$ cat src/rtl/exp4_receptor_medida.sv
// exp4_receptor_medida
// Receives 4-character ASCII distance frames ("ddd#") from a UART receiver,
// validates them and assembles the three digits into a 12-bit BCD value.
// Reports valid frames, discarded frames and a wrapping valid-frame count.
// After a bad character it resynchronises on the next '#'. An inter-character
// timeout drops a frame that stalls partway through.

module exp4_receptor_medida #(
  parameter int TIMEOUT_CICLOS = 5_000_000
) (
  input  logic        clock,
  input  logic        reset,
  input  logic        ligar,
  input  logic [6:0]  dado_rx,
  input  logic        pronto_rx,
  input  logic        erro_rx,
  output logic [11:0] medida,
  output logic        medida_valida,
  output logic        erro_quadro,
  output logic [7:0]  contagem_quadros,
  output logic [3:0]  db_estado
);

  // Wide enough to hold TIMEOUT_CICLOS itself; only values up to
  // TIMEOUT_CICLOS-1 are ever reached.
  localparam int                CNT_W   = $clog2(TIMEOUT_CICLOS + 1);
  localparam logic [CNT_W-1:0]  CNT_FIM = CNT_W'(TIMEOUT_CICLOS - 1);

  // The codes are also the debug output, so the encoding is fixed.
  typedef enum logic [3:0] {
    INICIAL           = 4'b0000,
    ESPERA_CENTENA    = 4'b0001,
    ESPERA_DEZENA     = 4'b0010,
    ESPERA_UNIDADE    = 4'b0011,
    ESPERA_TERMINADOR = 4'b0100,
    VALIDA            = 4'b0101,
    SINCRONIZA        = 4'b0110,
    ERRO_BYTE         = 4'b0111,
    ERRO_TEMPO        = 4'b1000
  } estado_t;

  estado_t          estado;
  estado_t          estado_prox;
  logic [CNT_W-1:0] contador;
  logic [3:0]       centena;
  logic [3:0]       dezena;
  logic [3:0]       unidade;

  logic eh_digito;
  logic eh_terminador;
  logic conta_tempo;
  logic tempo_esgotado;

  // A character with a parity or stop error is invalid whatever its code.
  assign eh_digito     = !erro_rx && (dado_rx[6:4] == 3'b011) && (dado_rx[3:0] <= 4'd9);
  assign eh_terminador = !erro_rx && (dado_rx == 7'h23);

  // The idle timer runs only mid-frame and while hunting for a terminator.
  assign conta_tempo = (estado == ESPERA_DEZENA)     ||
                       (estado == ESPERA_UNIDADE)    ||
                       (estado == ESPERA_TERMINADOR) ||
                       (estado == SINCRONIZA);

  // A strobe in the expiry cycle wins, so the timeout is masked by pronto_rx.
  assign tempo_esgotado = conta_tempo && (contador == CNT_FIM) && !pronto_rx;

  assign db_estado = estado;

  // Next-state decision from the current state, character class and timer.
  always_comb begin
    // NOTE: assign a default before the case so that every path drives
    // estado_prox; a missing branch would otherwise infer a latch.
    estado_prox = estado;
    unique case (estado)
      INICIAL: begin
        estado_prox = ESPERA_CENTENA;
      end
      ESPERA_CENTENA: begin
        // A stray '#' is tolerated here: it is what a resynchronised
        // link naturally sends between frames.
        if (pronto_rx) begin
          if (eh_digito)           estado_prox = ESPERA_DEZENA;
          else if (!eh_terminador) estado_prox = ERRO_BYTE;
        end
      end
      ESPERA_DEZENA: begin
        if (pronto_rx)           estado_prox = eh_digito ? ESPERA_UNIDADE : ERRO_BYTE;
        else if (tempo_esgotado) estado_prox = ERRO_TEMPO;
      end
      ESPERA_UNIDADE: begin
        if (pronto_rx)           estado_prox = eh_digito ? ESPERA_TERMINADOR : ERRO_BYTE;
        else if (tempo_esgotado) estado_prox = ERRO_TEMPO;
      end
      ESPERA_TERMINADOR: begin
        if (pronto_rx)           estado_prox = eh_terminador ? VALIDA : ERRO_BYTE;
        else if (tempo_esgotado) estado_prox = ERRO_TEMPO;
      end
      VALIDA: begin
        estado_prox = ESPERA_CENTENA;
      end
      SINCRONIZA: begin
        // A silent link also counts as resynchronised, without a new error.
        if (pronto_rx && eh_terminador) estado_prox = ESPERA_CENTENA;
        else if (tempo_esgotado)        estado_prox = ESPERA_CENTENA;
      end
      ERRO_BYTE: begin
        estado_prox = SINCRONIZA;
      end
      ERRO_TEMPO: begin
        estado_prox = ESPERA_CENTENA;
      end
      default: begin
        estado_prox = INICIAL;
      end
    endcase
    // Disabling overrides every other transition and drops any partial frame.
    if (!ligar) estado_prox = INICIAL;
  end

  // State, registered Moore outputs, idle timer, digit latches and frame count.
  always_ff @(posedge clock or posedge reset) begin
    if (reset) begin
      estado           <= INICIAL;
      medida_valida    <= 1'b0;
      erro_quadro      <= 1'b0;
      contador         <= '0;
      centena          <= 4'd0;
      dezena           <= 4'd0;
      unidade          <= 4'd0;
      medida           <= 12'h000;
      contagem_quadros <= 8'd0;
    end else begin
      // NOTE: non-blocking assignments throughout, so every register here
      // samples the pre-edge values of the others.
      estado        <= estado_prox;
      // Decoding from the next state makes these flops equal to a decode
      // of the state register, without a combinational output path.
      medida_valida <= (estado_prox == VALIDA);
      erro_quadro   <= (estado_prox == ERRO_BYTE) || (estado_prox == ERRO_TEMPO);

      if ((estado_prox != estado) || pronto_rx || !conta_tempo)
        contador <= '0;
      else
        contador <= contador + CNT_W'(1);

      // Digits are latched only when the frame really advances, so a digit
      // arriving as ligar drops cannot leave a stale partial value behind.
      if (estado == ESPERA_CENTENA && estado_prox == ESPERA_DEZENA)
        centena <= dado_rx[3:0];
      if (estado == ESPERA_DEZENA && estado_prox == ESPERA_UNIDADE)
        dezena <= dado_rx[3:0];
      if (estado == ESPERA_UNIDADE && estado_prox == ESPERA_TERMINADOR)
        unidade <= dado_rx[3:0];

      // medida changes only when a complete frame is accepted; ligar=0
      // leaves it alone.
      if (estado_prox == VALIDA && estado != VALIDA)
        medida <= {centena, dezena, unidade};

      // The count moves on the edge leaving valida and wraps naturally.
      if (estado == VALIDA)
        contagem_quadros <= contagem_quadros + 8'd1;
    end
  end

endmodule

$ cat config.mk
export PLATFORM = sky130hd
export DESIGN_NAME = exp4_receptor_medida
export DESIGN_NICKNAME = d
export VERILOG_FILES = /design/src/rtl/exp4_receptor_medida.sv
export SDC_FILE = /design/constraint.sdc
export NUM_CORES = 1
export LEC_CHECK = 0
export CORE_ASPECT_RATIO = 1.75
export CORE_MARGIN = 10
export CORE_UTILIZATION = 39
export DETAILED_ROUTE_END_ITERATION = 7
export DONT_BUFFER_PORTS = 1
export PLACE_DENSITY_LB_ADDON = 0.08
export REMOVE_ABC_BUFFERS = 1
export SLEW_MARGIN = 20
export SYNTH_ARGS = -nofsm -noshare
export SYNTH_HDL_FRONTEND = slang
export SYNTH_SLANG_ARGS = --single-unit
$ cat constraint.sdc
create_clock -name clock -period 6.2 [get_ports clock]
set_input_delay 0 -clock clock [delete_from_list [all_inputs] [get_ports clock]]
set_output_delay 0 -clock clock [all_outputs]
set_load 0.02 [all_outputs]
# Yosys cells after proc, flatten, opt, wreduce, memory -nomap -nowiden
# Index checks and enable logic that the tools add are counted.
classes:
  n_addsub: 2
  mul: 0
  n_div: 0
  n_lt_le_gt_ge: 1
  n_eq_ne: 19
  shift: 0
  mux: 15
  n_bitwise: 0
  reduce_logical: 21
op_table:
  columns: ["operator", "n"]
  rows:
  - ["$mux W4", 10]
  - ["$eq A4 B3 Y1 const B", 7]
  - ["$pmux W4 S7", 1]
  - ["$add A23 B1 Y23 const B", 1]
  - ["$eq A23 B23 Y1 const B", 1]
  - ["$mux W23", 1]
  - ["$eq A4 B2 Y1 const B", 4]
  - ["$logic_and A1 B1 Y1", 10]
  - ["$add A8 B1 Y8 const B", 1]
  - ["$eq A4 B4 Y1 const B", 2]
  - ["$eq A7 B6 Y1 const B", 1]
  - ["$logic_or A1 B1 Y1", 6]
  - ["$eq A4 B1 Y1 const B", 1]
  - ["$le A4 B4 Y1 const B", 1]
  - ["$logic_not A4 Y1", 1]
  - ["$mux W2", 2]
  - ["$ne A4 B3 Y1 const B", 1]
  - ["$ne A4 B4 Y1", 1]
  - ["$eq A3 B2 Y1 const B", 1]
  - ["$logic_not A1 Y1", 3]
  - ["$mux W3", 1]
  - ["$reduce_or A3 Y1", 1]
word_totals:
  reg_bits: 61
  latch_bits: 0
  ram_bits: 0
  mem_bits_ro: 0
  input_bits: 12
  output_inout_bits: 26
  n_memories: 0

# Depth between registers and ports, before layout
# Gate-level depths: netlist of run 1.
depth:
  ltp_word: 14
  depth_mapped: 10

# Least setup slack after synthesis of run 1
# Ideal clock, no wire load.
synth_path:
  kind: "reg2reg"
  start: "reg estado[1] (netlist: db_estado[1])"
  end: "reg medida[0]"
  setup_ps: 125
  arrival_time_ps: 2477
  slack_ps: 3597
  stages_incl_launch_ff: 11
  period_less_slack_ps: 2603
  cell_sequence: "dfrtp_1 buf_4 nand2b_4 buf_6 a211o_1 nor3_2 nor2_1 o311a_4 nor3_4 buf_12 mux2_4"
synth_via:
  elab_chain_cells: 12
  elab_cells_between_ends: 29
synth_lines:
  columns: ["item", "line", "text"]
  rows:
  - ["start: declaration", "42", "estado_t estado;"]
  - ["start signal: assignment", "135", "estado <= estado_prox;"]
  - ["$eq A4 B2 Y1 (on tied branches)", "59, 74, 60", null]
  - ["$logic_or A1 B1 Y1", "59", "assign conta_tempo = (estado == ESPERA_DEZENA) ||"]
  - ["$logic_or A1 B1 Y1", "60", "(estado == ESPERA_UNIDADE) ||"]
  - ["$logic_or A1 B1 Y1", "61", "(estado == ESPERA_TERMINADOR) ||"]
  - ["$logic_and A1 B1 Y1 (2 in series)", "65", "assign tempo_esgotado = conta_tempo && (contador == CNT_FIM) && !pronto_rx;"]
  - ["$mux W4 (on tied branches) (2 in series)", null, null]
  - ["$pmux W4 S7", "74", "unique case (estado)"]
  - ["$mux W4", "117", "if (!ligar) estado_prox = INICIAL;"]
  - ["$eq A4 B3 Y1", "157", "if (estado_prox == VALIDA && estado != VALIDA)"]
  - ["$logic_and A1 B1 Y1 (*)", "157", null]
  - ["end signal: assignment", "158", "medida <= {centena, dezena, unidade};"]
  - ["end: declaration", "17", "output logic [11:0] medida,"]
# Every way passes the cells marked *; elsewhere a longest branch is shown, timed or not.
# A chain may end at the register's enable or synchronous reset.

# Worst setup path after layout of run 1
layout_path:
  start: "reg estado[2] (netlist: db_estado[2])"
  end: "reg medida[9]"
# The elaborated chain is that of the path after synthesis.

==> run_summary.xml, run 1 <==
<?xml version="1.0" encoding="UTF-8"?>
<metrics>
  <group name="synthesis">
    <metric name="synth_cell_types" unit="">55</metric>
    <metric name="synth_top_flop_cell" unit="">sky130_fd_sc_hd__dfrtp_1</metric>
    <metric name="ys_seq_elements" unit="">61</metric>
    <metric name="synthAdderAreaFrac" unit="%">0.830</metric>
    <metric name="synth.mux.area_fraction" unit="%">10.5</metric>
    <metric name="yosys.area_share.simple" unit="%">20.2</metric>
    <metric name="synthDominantAreaCellType" unit="">sky130_fd_sc_hd__dfrtp_1</metric>
    <metric name="sequential_share_of_the_synthesized_area" unit="%">50.6</metric>
    <metric name="synth_edf_count" unit="">0</metric>
    <metric name="netlist_area" unit="mm^2">0.00302</metric>
    <metric name="yosysTopAreaCellShare" unit="%">50.6</metric>
    <metric name="top_cells_by_area_in_the_synthesized_netlist" unit="">sky130_fd_sc_hd__dfrtp_1, sky130_fd_sc_hd__mux2_2, sky130_fd_sc_hd__mux2_4</metric>
    <metric name="ys_warn_count" unit="">0</metric>
    <metric name="post_synth.cell_area_avg" unit="um^2">11.5</metric>
    <metric name="ys_async_sr_fraction" unit="%">100</metric>
    <metric name="post_synth_xor_area_fraction" unit="%">8.13</metric>
    <metric name="syn-instance-count" unit="">262</metric>
    <metric name="synth_compound_gate_area_share" unit="%">6.72</metric>
    <metric name="largest_family_of_logic_cells_by_synthesized_area" unit="">simple AND/OR/NAND/NOR gates</metric>
  </group>
  <group name="placement">
    <metric name="routabilityCongestion" unit="">0.874</metric>
    <metric name="post-place-cells" unit="">343</metric>
    <metric name="number_of_input_and_output_port_buffers_inserted" unit="">0</metric>
    <metric name="dp.final_hpwl" unit="mm">5.05</metric>
  </group>
  <group name="cells_and_area">
    <metric name="synthToLayoutAreaGrowth" unit="%">14.0</metric>
    <metric name="net_count_of_the_finished_layout" unit="">286</metric>
    <metric name="filler_cell_count" unit="">725</metric>
    <metric name="final_util" unit="%">45.4</metric>
    <metric name="num_antenna_cells" unit="">0</metric>
    <metric name="final_cell_mix" unit="">sky130_fd_sc_hd__dfrtp_1, sky130_fd_sc_hd__nor2_1, sky130_fd_sc_hd__mux2_2</metric>
    <metric name="most_common_library_cell_in_the_layout_ignoring_fill_and_taps" unit="">sky130_fd_sc_hd__dfrtp_1</metric>
    <metric name="instances_no_fill" unit="">365</metric>
    <metric name="drive_above_1_share" unit="%">20.6</metric>
  </group>
  <group name="grt">
    <metric name="grt_start_max_net_pins" unit="">62</metric>
    <metric name="gr-total-overflow" unit="">0</metric>
    <metric name="grt_usage" unit="%">12.6</metric>
    <metric name="grt_pass1_vias" unit="">2172</metric>
    <metric name="grt_pass1_wl" unit="mm">11.3</metric>
    <metric name="antenna_violations_before_repair" unit="">0</metric>
  </group>
  <group name="sta">
    <metric name="period_utilization_post_route" unit="%">51.9</metric>
    <metric name="tightestPinTransition" unit="ps">918</metric>
    <metric name="maxClockFrequency" unit="MHz">311</metric>
    <metric name="timing.final.setup_violations" unit="">0</metric>
    <metric name="maxSlewHeadroom" unit="%">38.6</metric>
    <metric name="timing.clock.skew" unit="ps">5.55</metric>
    <metric name="setup_repair_after_global_routing_missed_its_margin" unit="">false</metric>
    <metric name="final-hold-violation-count" unit="">0</metric>
    <metric name="slew_violations" unit="">0</metric>
    <metric name="setup_tns" unit="ps">0</metric>
    <metric name="layout_min_cycle_time" unit="ps">3220</metric>
  </group>
  <group name="hold_path">
    <metric name="min_delay_path_depth" unit="">3</metric>
    <metric name="start_point_of_the_worst_hold_path" unit="">pronto_rx</metric>
    <metric name="worst_hold_path.endpoint" unit="">db_estado[2]$_DFF_PP0_</metric>
    <metric name="class_of_the_worst_hold_path" unit="">input pin to register</metric>
  </group>
  <group name="pwr">
    <metric name="leakage" unit="nW">1.47</metric>
    <metric name="final_power" unit="mW">1.22</metric>
    <metric name="vdd_drop_max" unit="mV">0.142</metric>
    <metric name="power_density" unit="mW/mm^2">354</metric>
  </group>
  <group name="detailed_routing">
    <metric name="routed_via_density" unit="">5.47</metric>
    <metric name="avgRoutedWirePerCell" unit="um">19.1</metric>
    <metric name="wirelength" unit="mm">6.99</metric>
    <metric name="detail_route.iter0.violations" unit="">126</metric>
    <metric name="drt_pass1_iterations" unit="">4</metric>
    <metric name="detailroute.via_count" unit="">1995</metric>
    <metric name="route.antenna.remaining_nets" unit="">0</metric>
    <metric name="detail_route.drc_violations" unit="">0</metric>
  </group>
  <group name="clock_tree">
    <metric name="clkSlewWorstSetupHoldPaths" unit="ps">50</metric>
    <metric name="post-cts-setup-buffers" unit="">0</metric>
    <metric name="clkSinkCount" unit="">61</metric>
    <metric name="ctsLongestPathBuffers" unit="">2</metric>
    <metric name="clock_tree.htree_level_count" unit="">3</metric>
    <metric name="clk-insertion-delay-late" unit="ps">330</metric>
    <metric name="cts-root-buf" unit="">sky130_fd_sc_hd__clkbuf_16</metric>
    <metric name="cts_tree" unit="">built</metric>
    <metric name="cts_inserted_buffers" unit="">9</metric>
  </group>
  <group name="setup_path">
    <metric name="worst-r2r-cell-count" unit="">7</metric>
    <metric name="critical_path.max_stage_delay" unit="ps">690</metric>
    <metric name="worstReg2RegEnd" unit="">medida[9]$_DFFE_PP0P_</metric>
    <metric name="ff2ff_setup_slack" unit="ps">2980</metric>
    <metric name="worstSetupPathType" unit="">register to register</metric>
    <metric name="worstSetupEndpointType" unit="">register</metric>
    <metric name="rr_startpoint" unit="">db_estado[2]$_DFF_PP0_</metric>
    <metric name="cpLargestDelayFamily" unit="">simple AND/OR/NAND/NOR gates</metric>
    <metric name="worstSetupStartpointType" unit="">register</metric>
    <metric name="critical_path.n_buffers_inverters" unit="">0</metric>
    <metric name="critical_path.max_fanout" unit="">14</metric>
    <metric name="critPathLaunch" unit="">db_estado[2]$_DFF_PP0_</metric>
    <metric name="worst_ep_arrival_time" unit="ps">3430</metric>
    <metric name="slowest_stage" unit="">sky130_fd_sc_hd__nor3_4</metric>
    <metric name="critical_path_required" unit="ps">6420</metric>
    <metric name="crit_chain" unit="">nand2b_4 -&gt; a211o_1 -&gt; nor3_2 -&gt; nor2_1 -&gt; o311a_4 -&gt; nor3_4 -&gt; mux2_2</metric>
  </group>
  <group name="die">
    <metric name="chipWidth" unit="um">86.5</metric>
    <metric name="floorplan.die_area" unit="mm^2">0.0118</metric>
    <metric name="core_region_area" unit="mm^2">0.00757</metric>
    <metric name="design.portCount" unit="">38</metric>
    <metric name="row_count" unit="">42</metric>
    <metric name="dieHeight" unit="um">136</metric>
    <metric name="initial_utilization" unit="%">39.8</metric>
  </group>
  <group name="job">
    <metric name="timing.max_cap.violations" unit="">0</metric>
  </group>
  <group name="run_status">
    <metric name="run_status" unit="">completed</metric>
  </group>
</metrics>
stage by stage:
step | area [um^2] | hold WS, ps | setup slack, ps
final | 3440 | 64.2 | 2980
after CTS | 3440 | 37.3 | 2930
after global placement | 3080 | 153 | 2950
after floorplan | 2960 | 150 | 3380
after global routing | 3440 | 70.8 | 2760
after detailed placement | 3080 | 155 | 2930
worst max-delay path by stage:
stage                                  end  slack, ps  cells past startpoint
detailed placement   medida[9]$_DFFE_PP0P_       2930                      8
finish               medida[9]$_DFFE_PP0P_       2980                      7
CTS                  medida[9]$_DFFE_PP0P_       2930                      8
global route        contador[15]$_DFF_PP0_       2760                      7
global placement    medida[11]$_DFFE_PP0P_       2950                      8
floorplan           medida[10]$_DFFE_PP0P_       3380                      7
routing by layer:
metal | vias to the layer above | wire length, um | GRT usage (%)
li1 | 952 | - | -
met1 | 985 | 2420 | 11.8
met2 | 49 | 4060 | 23.4
met3 | 9 | 399 | 4.37
met4 | 0 | 110 | 5.52
met5 | - | 0 | 0
timing repair:
item,in CTS,in global routing
hold endpoints to repair,75,0
resized for setup,0,0
hold buffers,6,0
worst register-to-register path: cells and delay by family, from the launching register on:
family | cells | cell delay [ps]
DFF | 1 | 600
AOI/OAI and AO/OA | 2 | 720
muxes | 1 | 410
and+or+nand+nor | 4 | 1360
layout make-up:
class	instances	area (um^2)	area share, %
Multi-Input combinational cell	184	1400	40.7
Timing Repair Buffer	7	67.6	1.97
Clock buffer	9	225	6.55
Inverter	9	33.8	0.983
Clock inverter	7	76.3	2.22
Tap cell	88	110	3.20
Sequential cell	61	1530	44.4
sequential cells by signal, summed over array words and instances, names as in the netlist:
signal	flops
erro_quadro	1
dezena	4
medida	12
medida_valida	1
unidade	4
db_estado	4
centena	4
contagem_quadros	8
contador	23
report_power, final:
part | leakage (nW) | internal (mW) | switching, mW
clock | 0.142 | 0.311 | 0.181
combinational | 0.501 | 0.0859 | 0.0596
sequential | 0.827 | 0.470 | 0.110
cells in the mapped netlist, types with 2 or more instances:
cell type                  instances
sky130_fd_sc_hd__a21o_1            2
sky130_fd_sc_hd__and2_1            3
sky130_fd_sc_hd__mux2_4            9
sky130_fd_sc_hd__xnor2_1          13
sky130_fd_sc_hd__clkbuf_1          5
sky130_fd_sc_hd__nor4b_1           2
sky130_fd_sc_hd__nand4_1          12
sky130_fd_sc_hd__nor4_1            3
sky130_fd_sc_hd__and4bb_2          2
sky130_fd_sc_hd__xor2_1           15
sky130_fd_sc_hd__dfrtp_1          61
sky130_fd_sc_hd__nor3_1            4
sky130_fd_sc_hd__nand2b_1          2
sky130_fd_sc_hd__a21oi_1           2
sky130_fd_sc_hd__and3_1            4
sky130_fd_sc_hd__nor3b_1           2
sky130_fd_sc_hd__ha_1              2
sky130_fd_sc_hd__nor2_1           32
sky130_fd_sc_hd__inv_1             9
sky130_fd_sc_hd__mux2_2           16
sky130_fd_sc_hd__nand2_1          13
sky130_fd_sc_hd__o21ai_0           3
sky130_fd_sc_hd__nand3_1          13
sky130_fd_sc_hd__or3_1             2
kinds of logic after synthesis:
kind of cell,count (synthesis)
AO/OA/AOI/OAI,24
XOR/XNOR,28
adder cells (fa/ha/maj),2
buffers and inverters,17
flip-flops,61
multiplexers,25
AND/OR/NAND/NOR,105
No activity file was read; power rests on OpenSTA's default activity.
==> run 2, diff against run 1 <==
- ABC_AREA: default -> 1
- clock period: 6.2 -> 2.6 ns (I/O delays scaled with it)
==> run_summary.xml, run 2 <==
<?xml version="1.0" encoding="UTF-8"?>
<metrics>
  <group name="pwr">
    <metric name="sequentialPowerShare" unit="%">39.3</metric>
    <metric name="power_density" unit="mW/mm^2">948</metric>
    <metric name="switching_share" unit="%">36.8</metric>
    <metric name="clock_power_share" unit="%">35.3</metric>
    <metric name="final_power" unit="mW">3.50</metric>
    <metric name="leakage" unit="nW">1.81</metric>
    <metric name="total_switching_power" unit="mW">1.29</metric>
    <metric name="share_comb_of_total_power" unit="%">25.4</metric>
    <metric name="power.internal" unit="mW">2.21</metric>
    <metric name="vdd_drop_max" unit="mV">0.562</metric>
  </group>
  <group name="clock_tree">
    <metric name="hold_buffers" unit="">7</metric>
    <metric name="cts_inserted_buffers" unit="">9</metric>
    <metric name="clock_tree.htree_level_count" unit="">3</metric>
    <metric name="cts_resized" unit="">0</metric>
    <metric name="post-cts-setup-buffers" unit="">0</metric>
    <metric name="clkSlewWorstSetupHoldPaths" unit="ps">50</metric>
    <metric name="clk-insertion-delay-late" unit="ps">330</metric>
    <metric name="ctsLongestPathBuffers" unit="">2</metric>
    <metric name="clkSinkCount" unit="">61</metric>
    <metric name="cts_tree" unit="">built</metric>
    <metric name="cts-root-buf" unit="">sky130_fd_sc_hd__clkbuf_16</metric>
  </group>
  <group name="setup_path">
    <metric name="worstReg2RegEnd" unit="">contador[0]$_DFF_PP0_</metric>
    <metric name="critPathLaunch" unit="">db_estado[1]$_DFF_PP0_</metric>
    <metric name="worst_ep_arrival_time" unit="ps">2610</metric>
    <metric name="worstSetupStartpointType" unit="">register</metric>
    <metric name="critical_path_most_common_cell" unit="">sky130_fd_sc_hd__nand2_1</metric>
    <metric name="critical_path.max_fanout" unit="">18</metric>
    <metric name="slowest_stage" unit="">sky130_fd_sc_hd__dfrtp_1</metric>
    <metric name="critical_path.max_stage_delay" unit="ps">610</metric>
    <metric name="worst-r2r-cell-count" unit="">15</metric>
    <metric name="worstSetupPathType" unit="">register to register</metric>
    <metric name="critical_path.endpoint" unit="">contador[0]$_DFF_PP0_</metric>
    <metric name="critical_path_required" unit="ps">2860</metric>
    <metric name="worstSetupEndpointType" unit="">register</metric>
    <metric name="ff2ff_setup_slack" unit="ps">250</metric>
    <metric name="rr_startpoint" unit="">db_estado[1]$_DFF_PP0_</metric>
    <metric name="crit_chain" unit="">nand2_1 -&gt; nand2_2 -&gt; inv_2 -&gt; nor2_2 -&gt; nand2_1 -&gt; nand2_1 -&gt; nand2_1 -&gt; nand2_1 -&gt; nand3b_2 -&gt; nand2_2 -&gt; nand2_1 -&gt; nand2_1 -&gt; nand3_2 -&gt; buf_12 -&gt; nor2_1</metric>
  </group>
  <group name="sta">
    <metric name="layout_setup_ws" unit="ps">248</metric>
    <metric name="maxSlewHeadroom" unit="%">48.9</metric>
    <metric name="final-hold-violation-count" unit="">0</metric>
    <metric name="slew_violations" unit="">0</metric>
    <metric name="maxClockFrequency" unit="MHz">425</metric>
    <metric name="timing.final.setup_violations" unit="">0</metric>
    <metric name="tightestPinTransition" unit="ps">767</metric>
    <metric name="period_utilization_post_route" unit="%">90.4</metric>
    <metric name="timing.clock.skew" unit="ps">6.26</metric>
    <metric name="setup_tns" unit="ps">0</metric>
    <metric name="setup_repair_after_global_routing_missed_its_margin" unit="">false</metric>
    <metric name="layout_min_cycle_time" unit="ps">2350</metric>
  </group>
  <group name="detailed_routing">
    <metric name="avgRoutedWirePerCell" unit="um">16.1</metric>
    <metric name="drt_pass1_iterations" unit="">5</metric>
    <metric name="wirelength" unit="mm">8.39</metric>
    <metric name="detail_route.iter0.violations" unit="">85</metric>
    <metric name="detail_route.drc_violations" unit="">0</metric>
    <metric name="detailroute.via_count" unit="">2614</metric>
    <metric name="route.antenna.remaining_nets" unit="">0</metric>
    <metric name="routed_via_density" unit="">5.03</metric>
  </group>
  <group name="synthesis">
    <metric name="synth_cell_types" unit="">26</metric>
    <metric name="synthDominantAreaCellType" unit="">sky130_fd_sc_hd__dfrtp_1</metric>
    <metric name="ys_warn_count" unit="">0</metric>
    <metric name="yosysTopAreaCellShare" unit="%">48.2</metric>
    <metric name="synth_edf_count" unit="">0</metric>
    <metric name="ys_async_sr_fraction" unit="%">100</metric>
    <metric name="ys_seq_elements" unit="">61</metric>
    <metric name="synth_most_common_cell" unit="">sky130_fd_sc_hd__nand2_1</metric>
    <metric name="sequential_share_of_the_synthesized_area" unit="%">48.2</metric>
    <metric name="synth_top_flop_cell" unit="">sky130_fd_sc_hd__dfrtp_1</metric>
    <metric name="netlist_area" unit="mm^2">0.00317</metric>
    <metric name="top_cells_by_area_in_the_synthesized_netlist" unit="">sky130_fd_sc_hd__dfrtp_1, sky130_fd_sc_hd__nand2_1, sky130_fd_sc_hd__inv_1</metric>
    <metric name="synth_commonest_cells" unit="">sky130_fd_sc_hd__nand2_1, sky130_fd_sc_hd__dfrtp_1, sky130_fd_sc_hd__inv_1, sky130_fd_sc_hd__nor2_1, sky130_fd_sc_hd__nor2_2</metric>
    <metric name="post_synth.cell_area_avg" unit="um^2">7.83</metric>
    <metric name="syn-instance-count" unit="">405</metric>
  </group>
  <group name="cells_and_area">
    <metric name="num_antenna_cells" unit="">0</metric>
    <metric name="most_common_library_cell_in_the_layout_ignoring_fill_and_taps" unit="">sky130_fd_sc_hd__nand2_1</metric>
    <metric name="filler_cell_count" unit="">815</metric>
    <metric name="net_count_of_the_finished_layout" unit="">439</metric>
    <metric name="largest_register" unit="">contador</metric>
    <metric name="largest_register_ff_count" unit="">23</metric>
    <metric name="synthToLayoutAreaGrowth" unit="%">16.3</metric>
    <metric name="biggestRegsByFlops" unit="">contador: 23 flops, medida: 12 flops, contagem_quadros: 8 flops</metric>
    <metric name="final_cell_mix" unit="">sky130_fd_sc_hd__nand2_1, sky130_fd_sc_hd__dfrtp_1, sky130_fd_sc_hd__inv_1</metric>
    <metric name="drive_above_1_share" unit="%">14.7</metric>
  </group>
  <group name="hold_path">
    <metric name="class_of_the_worst_hold_path" unit="">input pin to register</metric>
    <metric name="start_point_of_the_worst_hold_path" unit="">ligar</metric>
  </group>
  <group name="placement">
    <metric name="routabilityCongestion" unit="">0.923</metric>
    <metric name="setup_slack_placement" unit="ps">265</metric>
    <metric name="number_of_input_and_output_port_buffers_inserted" unit="">0</metric>
    <metric name="dp.final_hpwl" unit="mm">6.07</metric>
  </group>
  <group name="grt">
    <metric name="grt_start_max_net_pins" unit="">62</metric>
    <metric name="antenna_violations_before_repair" unit="">0</metric>
    <metric name="grt_pass1_wl" unit="mm">14.0</metric>
    <metric name="grt_pass1_vias" unit="">2760</metric>
    <metric name="grt_usage" unit="%">14.7</metric>
    <metric name="gr-total-overflow" unit="">0</metric>
  </group>
  <group name="die">
    <metric name="row_count" unit="">43</metric>
    <metric name="core_region_area" unit="mm^2">0.00791</metric>
    <metric name="floorplan.die_area" unit="mm^2">0.0123</metric>
    <metric name="design.portCount" unit="">38</metric>
    <metric name="dieHeight" unit="um">139</metric>
    <metric name="initial_utilization" unit="%">40.1</metric>
    <metric name="chipWidth" unit="um">88.1</metric>
  </group>
  <group name="job">
    <metric name="timing.max_cap.violations" unit="">0</metric>
  </group>
  <group name="run_status">
    <metric name="run_status" unit="">completed</metric>
  </group>
</metrics>
==> run 2: cell count changes in the layout (fill, tap and decap cells not counted), sizes merged, moves of 5 or more <==
| cell | change |
|---|---|
| buf | +5 |
| inv | +43 |
| mux2 | -24 |
| nand2 | +129 |
| nand3 | +14 |
| nand4 | -8 |
| nor2 | +26 |
| o21ai | +11 |
| xnor2 | -8 |
==> run 2: logic make-up (layout without fill, tap and decap cells) <==
logic type      after synthesis  in the layout  share of synthesized area [%]
xor+xnor                     22             22                           6.08
flops                        61             61                           48.2
buf+inv                      55             80                           7.15
compound gates               19             19                           3.08
mux                           1              1                          0.355
simple gates                245            245                           34.4
fa+ha+maj                     2              2                          0.789
==> run 2: metal layers <==
metal  vias up  GRT usage, %  share of wire [%]
met5         -             0                  0
met4         0          8.05                4.1
met3        25          4.38                4.4
met2        59          26.4                 57
met1      1240          14.1                 35
li1       1290             -                  -
==> run 2: worst min-delay path by stage <==
| stage | endpoint | slack [ps] | cells after the start |
|---|---|---|---|
| floorplan | dezena[0]$_DFFE_PP0P_ | 110 | 2 |
| global placement | dezena[2]$_DFFE_PP0P_ | 120 | 2 |
| detailed placement | dezena[2]$_DFFE_PP0P_ | 120 | 2 |
| CTS | contador[17]$_DFF_PP0_ | 50 | 4 |
| global route | contador[21]$_DFF_PP0_ | 90 | 4 |
| finish | contador[17]$_DFF_PP0_ | 50 | 4 |
==> run 2: layout make-up <==
type,count,area [um^2],area share [%]
multi-input cells,289,1420,38.4
well taps,90,113,3.05
repair buffers,13,128,3.46
inverters,51,191,5.19
clock buffers,12,256,6.96
flip-flops and latches,61,1530,41.4
clock inverters,4,55.1,1.49
==> run 2: worst max-delay path, delay by kind of cell (launching register included) <==
family	cells	cell delay (ps)
and+or+nand+nor	13	1400
DFF	1	610
buffers and inverters	2	290
==> run 2: per-stage QoR <==
stage	cells	area, um^2	util (%)	hold slack, ps
floorplan	401	3130	-	110
global placement	497	3300	41.8	115
detailed placement	497	3300	41.8	117
CTS	520	3690	46.6	52.6
global route	520	3690	46.6	90.4
finish	520	3690	46.6	53.5
==> run 2: power by group through the flow <==
stage | clock, mW | sequential [mW] | combinational (mW)
2_1_floorplan | 0 | 1.37 | 0.605
3_3_place_gp | 0 | 1.40 | 0.872
3_5_place_dp | 0 | 1.40 | 0.865
4_1_cts | 1.26 | 1.38 | 0.889
5_1_grt | 1.29 | 1.40 | 1.01
6_report | 1.23 | 1.38 | 0.888
==> run 3, diff against run 2 <==
- PLACE_DENSITY: default -> 0.66
- PLACE_DENSITY_LB_ADDON: 0.08 -> default
==> run_summary.xml, run 3 (synthesized netlist as in run 2, its figures left out) <==
<?xml version="1.0" encoding="UTF-8"?>
<metrics>
  <group name="detailed_routing">
    <metric name="wirelength" unit="mm">7.79</metric>
    <metric name="detailroute.via_count" unit="">2562</metric>
    <metric name="route.antenna.remaining_nets" unit="">0</metric>
    <metric name="routed_via_density" unit="">4.89</metric>
    <metric name="avgRoutedWirePerCell" unit="um">14.9</metric>
    <metric name="detail_route.iter0.violations" unit="">103</metric>
    <metric name="detail_route.drc_violations" unit="">0</metric>
    <metric name="drt_pass1_iterations" unit="">4</metric>
  </group>
  <group name="clock_tree">
    <metric name="cts_tree" unit="">built</metric>
    <metric name="cts-root-buf" unit="">sky130_fd_sc_hd__clkbuf_16</metric>
    <metric name="cts_inserted_buffers" unit="">9</metric>
    <metric name="clkSinkCount" unit="">61</metric>
    <metric name="ctsLongestPathBuffers" unit="">2</metric>
    <metric name="clock_tree.htree_level_count" unit="">3</metric>
    <metric name="clkSlewWorstSetupHoldPaths" unit="ps">50</metric>
    <metric name="clk-insertion-delay-late" unit="ps">320</metric>
    <metric name="post-cts-setup-buffers" unit="">0</metric>
  </group>
  <group name="cells_and_area">
    <metric name="drive_above_1_share" unit="%">15.7</metric>
    <metric name="largest_register_ff_count" unit="">23</metric>
    <metric name="num_antenna_cells" unit="">0</metric>
    <metric name="net_count_of_the_finished_layout" unit="">443</metric>
    <metric name="filler_cell_count" unit="">774</metric>
    <metric name="biggestRegsByFlops" unit="">contador: 23 flops, medida: 12 flops, contagem_quadros: 8 flops</metric>
    <metric name="most_common_library_cell_in_the_layout_ignoring_fill_and_taps" unit="">sky130_fd_sc_hd__nand2_1</metric>
    <metric name="largest_register" unit="">contador</metric>
    <metric name="synthToLayoutAreaGrowth" unit="%">18.5</metric>
    <metric name="final_cell_mix" unit="">sky130_fd_sc_hd__nand2_1, sky130_fd_sc_hd__dfrtp_1, sky130_fd_sc_hd__inv_1</metric>
  </group>
  <group name="die">
    <metric name="core_region_area" unit="mm^2">0.00791</metric>
    <metric name="floorplan.die_area" unit="mm^2">0.0123</metric>
    <metric name="dieHeight" unit="um">139</metric>
    <metric name="chipWidth" unit="um">88.1</metric>
    <metric name="row_count" unit="">43</metric>
    <metric name="design.portCount" unit="">38</metric>
    <metric name="initial_utilization" unit="%">40.1</metric>
  </group>
  <group name="sta">
    <metric name="slew_violations" unit="">0</metric>
    <metric name="setup_repair_after_global_routing_missed_its_margin" unit="">false</metric>
    <metric name="timing.final.setup_violations" unit="">0</metric>
    <metric name="period_utilization_post_route" unit="%">90.7</metric>
    <metric name="maxSlewHeadroom" unit="%">42.3</metric>
    <metric name="setup_tns" unit="ps">0</metric>
    <metric name="tightestPinTransition" unit="ps">865</metric>
    <metric name="layout_min_cycle_time" unit="ps">2360</metric>
    <metric name="finalHoldWorstSlack" unit="ps">83.2</metric>
    <metric name="final-hold-violation-count" unit="">0</metric>
    <metric name="maxClockFrequency" unit="MHz">424</metric>
    <metric name="timing.clock.skew" unit="ps">5.96</metric>
  </group>
  <group name="pwr">
    <metric name="vdd_drop_max" unit="mV">0.707</metric>
    <metric name="power_density" unit="mW/mm^2">966</metric>
    <metric name="leakage" unit="nW">1.85</metric>
    <metric name="final_power" unit="mW">3.63</metric>
  </group>
  <group name="setup_path">
    <metric name="worstSetupStartpointType" unit="">register</metric>
    <metric name="critical_path.max_fanout" unit="">3</metric>
    <metric name="worstSetupPathType" unit="">register to register</metric>
    <metric name="worstSetupEndpointType" unit="">register</metric>
    <metric name="critical_path_required" unit="ps">2810</metric>
    <metric name="worst_ep_arrival_time" unit="ps">2570</metric>
  </group>
  <group name="run_status">
    <metric name="run_status" unit="">completed</metric>
  </group>
  <group name="placement">
    <metric name="dp.final_hpwl" unit="mm">5.79</metric>
    <metric name="routabilityCongestion" unit="">0.910</metric>
    <metric name="number_of_input_and_output_port_buffers_inserted" unit="">0</metric>
  </group>
  <group name="grt">
    <metric name="grt_pass1_vias" unit="">2714</metric>
    <metric name="grt_start_max_net_pins" unit="">50</metric>
    <metric name="antenna_violations_before_repair" unit="">0</metric>
    <metric name="grt_pass1_wl" unit="mm">13.0</metric>
    <metric name="grt_usage" unit="%">13.6</metric>
    <metric name="gr-total-overflow" unit="">0</metric>
  </group>
  <group name="job">
    <metric name="timing.max_cap.violations" unit="">0</metric>
  </group>
  <group name="hold_path">
    <metric name="class_of_the_worst_hold_path" unit="">input pin to register</metric>
  </group>
</metrics>
[run 3: cell types whose count changed in the layout (fill, tap and decap cells not counted), sizes merged]
cell    delta
clkbuf     -2
buf        +4
clkinv     +2
bufinv     +2
inv        -2
[run 3: area by class of cell]
| cell class | instances | area [um^2] | share of cell area [%] |
|---|---|---|---|
| clock inverter | 6 | 111 | 2.96 |
| multi-input combinational | 289 | 1430 | 38.0 |
| clock buffer | 10 | 229 | 6.10 |
| inverter | 51 | 193 | 5.13 |
| tap | 90 | 113 | 3.00 |
| sequential | 61 | 1530 | 40.6 |
| timing repair buffer | 17 | 158 | 4.20 |
[run 3: worst paths after layout]
| kind | from | end | slack [ps] | depth (start not counted) |
|---|---|---|---|---|
| max in group asynchronous | reset | contador[8]$_DFF_PP0_ | 1690 | 3 |
| worst max-delay path | contador[0]$_DFF_PP0_ | contador[20]$_DFF_PP0_ | 240 | 12 |
| min in group asynchronous | reset | unidade[2]$_DFFE_PP0P_ | 280 | 2 |
| worst min register to register | contador[0]$_DFF_PP0_ | contador[0]$_DFF_PP0_ | 470 | 1 |
| worst min-delay path | ligar | contador[2]$_DFF_PP0_ | 80 | 4 |
| worst max register to register | contador[0]$_DFF_PP0_ | contador[20]$_DFF_PP0_ | 240 | 12 |
[run 3: worst max-delay path: stages, from the launching register on]
cell and delay (ps):
sky130_fd_sc_hd__dfrtp_1 370, sky130_fd_sc_hd__ha_1 190, sky130_fd_sc_hd__nand3_1 120, sky130_fd_sc_hd__buf_4 160, sky130_fd_sc_hd__nor2_1 180, sky130_fd_sc_hd__nand3_1 140, sky130_fd_sc_hd__nor2_1 180, sky130_fd_sc_hd__nand2_1 120
sky130_fd_sc_hd__nor2_2 180, sky130_fd_sc_hd__nand4_1 180, sky130_fd_sc_hd__nor2_1 160, sky130_fd_sc_hd__xor2_1 190, sky130_fd_sc_hd__nor2_2 60
[run 3: power by group]
part	leakage, nW	internal [mW]	total [mW]	switching [mW]
clock network	0.163	0.935	1.35	0.416
logic	0.853	0.305	0.917	0.612
registers	0.830	1.13	1.36	0.234
total	1.85	2.37	3.63	1.26
[run 3: what timing repair did]
action                                 in CTS  in global routing
setup endpoints to repair                   0                 18
hold buffers                                7                  0
resized for setup                           0                  2
endpoints found under the hold margin      65                  0
[run 3: metal layers]
metal	part of all wire, %	vias to the layer above	wire length (um)	GRT usage (%)
met5	0	-	0	0
met4	3.3	0	256	7.22
met3	4.8	17	377	4.97
met2	56	57	4360	24.0
met1	36	1195	2800	13.0
li1	-	1293	-	-
[run 3: through the flow]
stage | utilization [%] | instance area (um^2) | instances | worst slack, ps
after global placement | 42.2 | 3330 | 501 | 243
final | 47.5 | 3760 | 524 | 243
after floorplan | - | 3130 | 401 | 423
after detailed placement | 42.2 | 3330 | 501 | 205
after global routing | 47.5 | 3760 | 524 | 12.9
after CTS | 47.4 | 3740 | 524 | 185
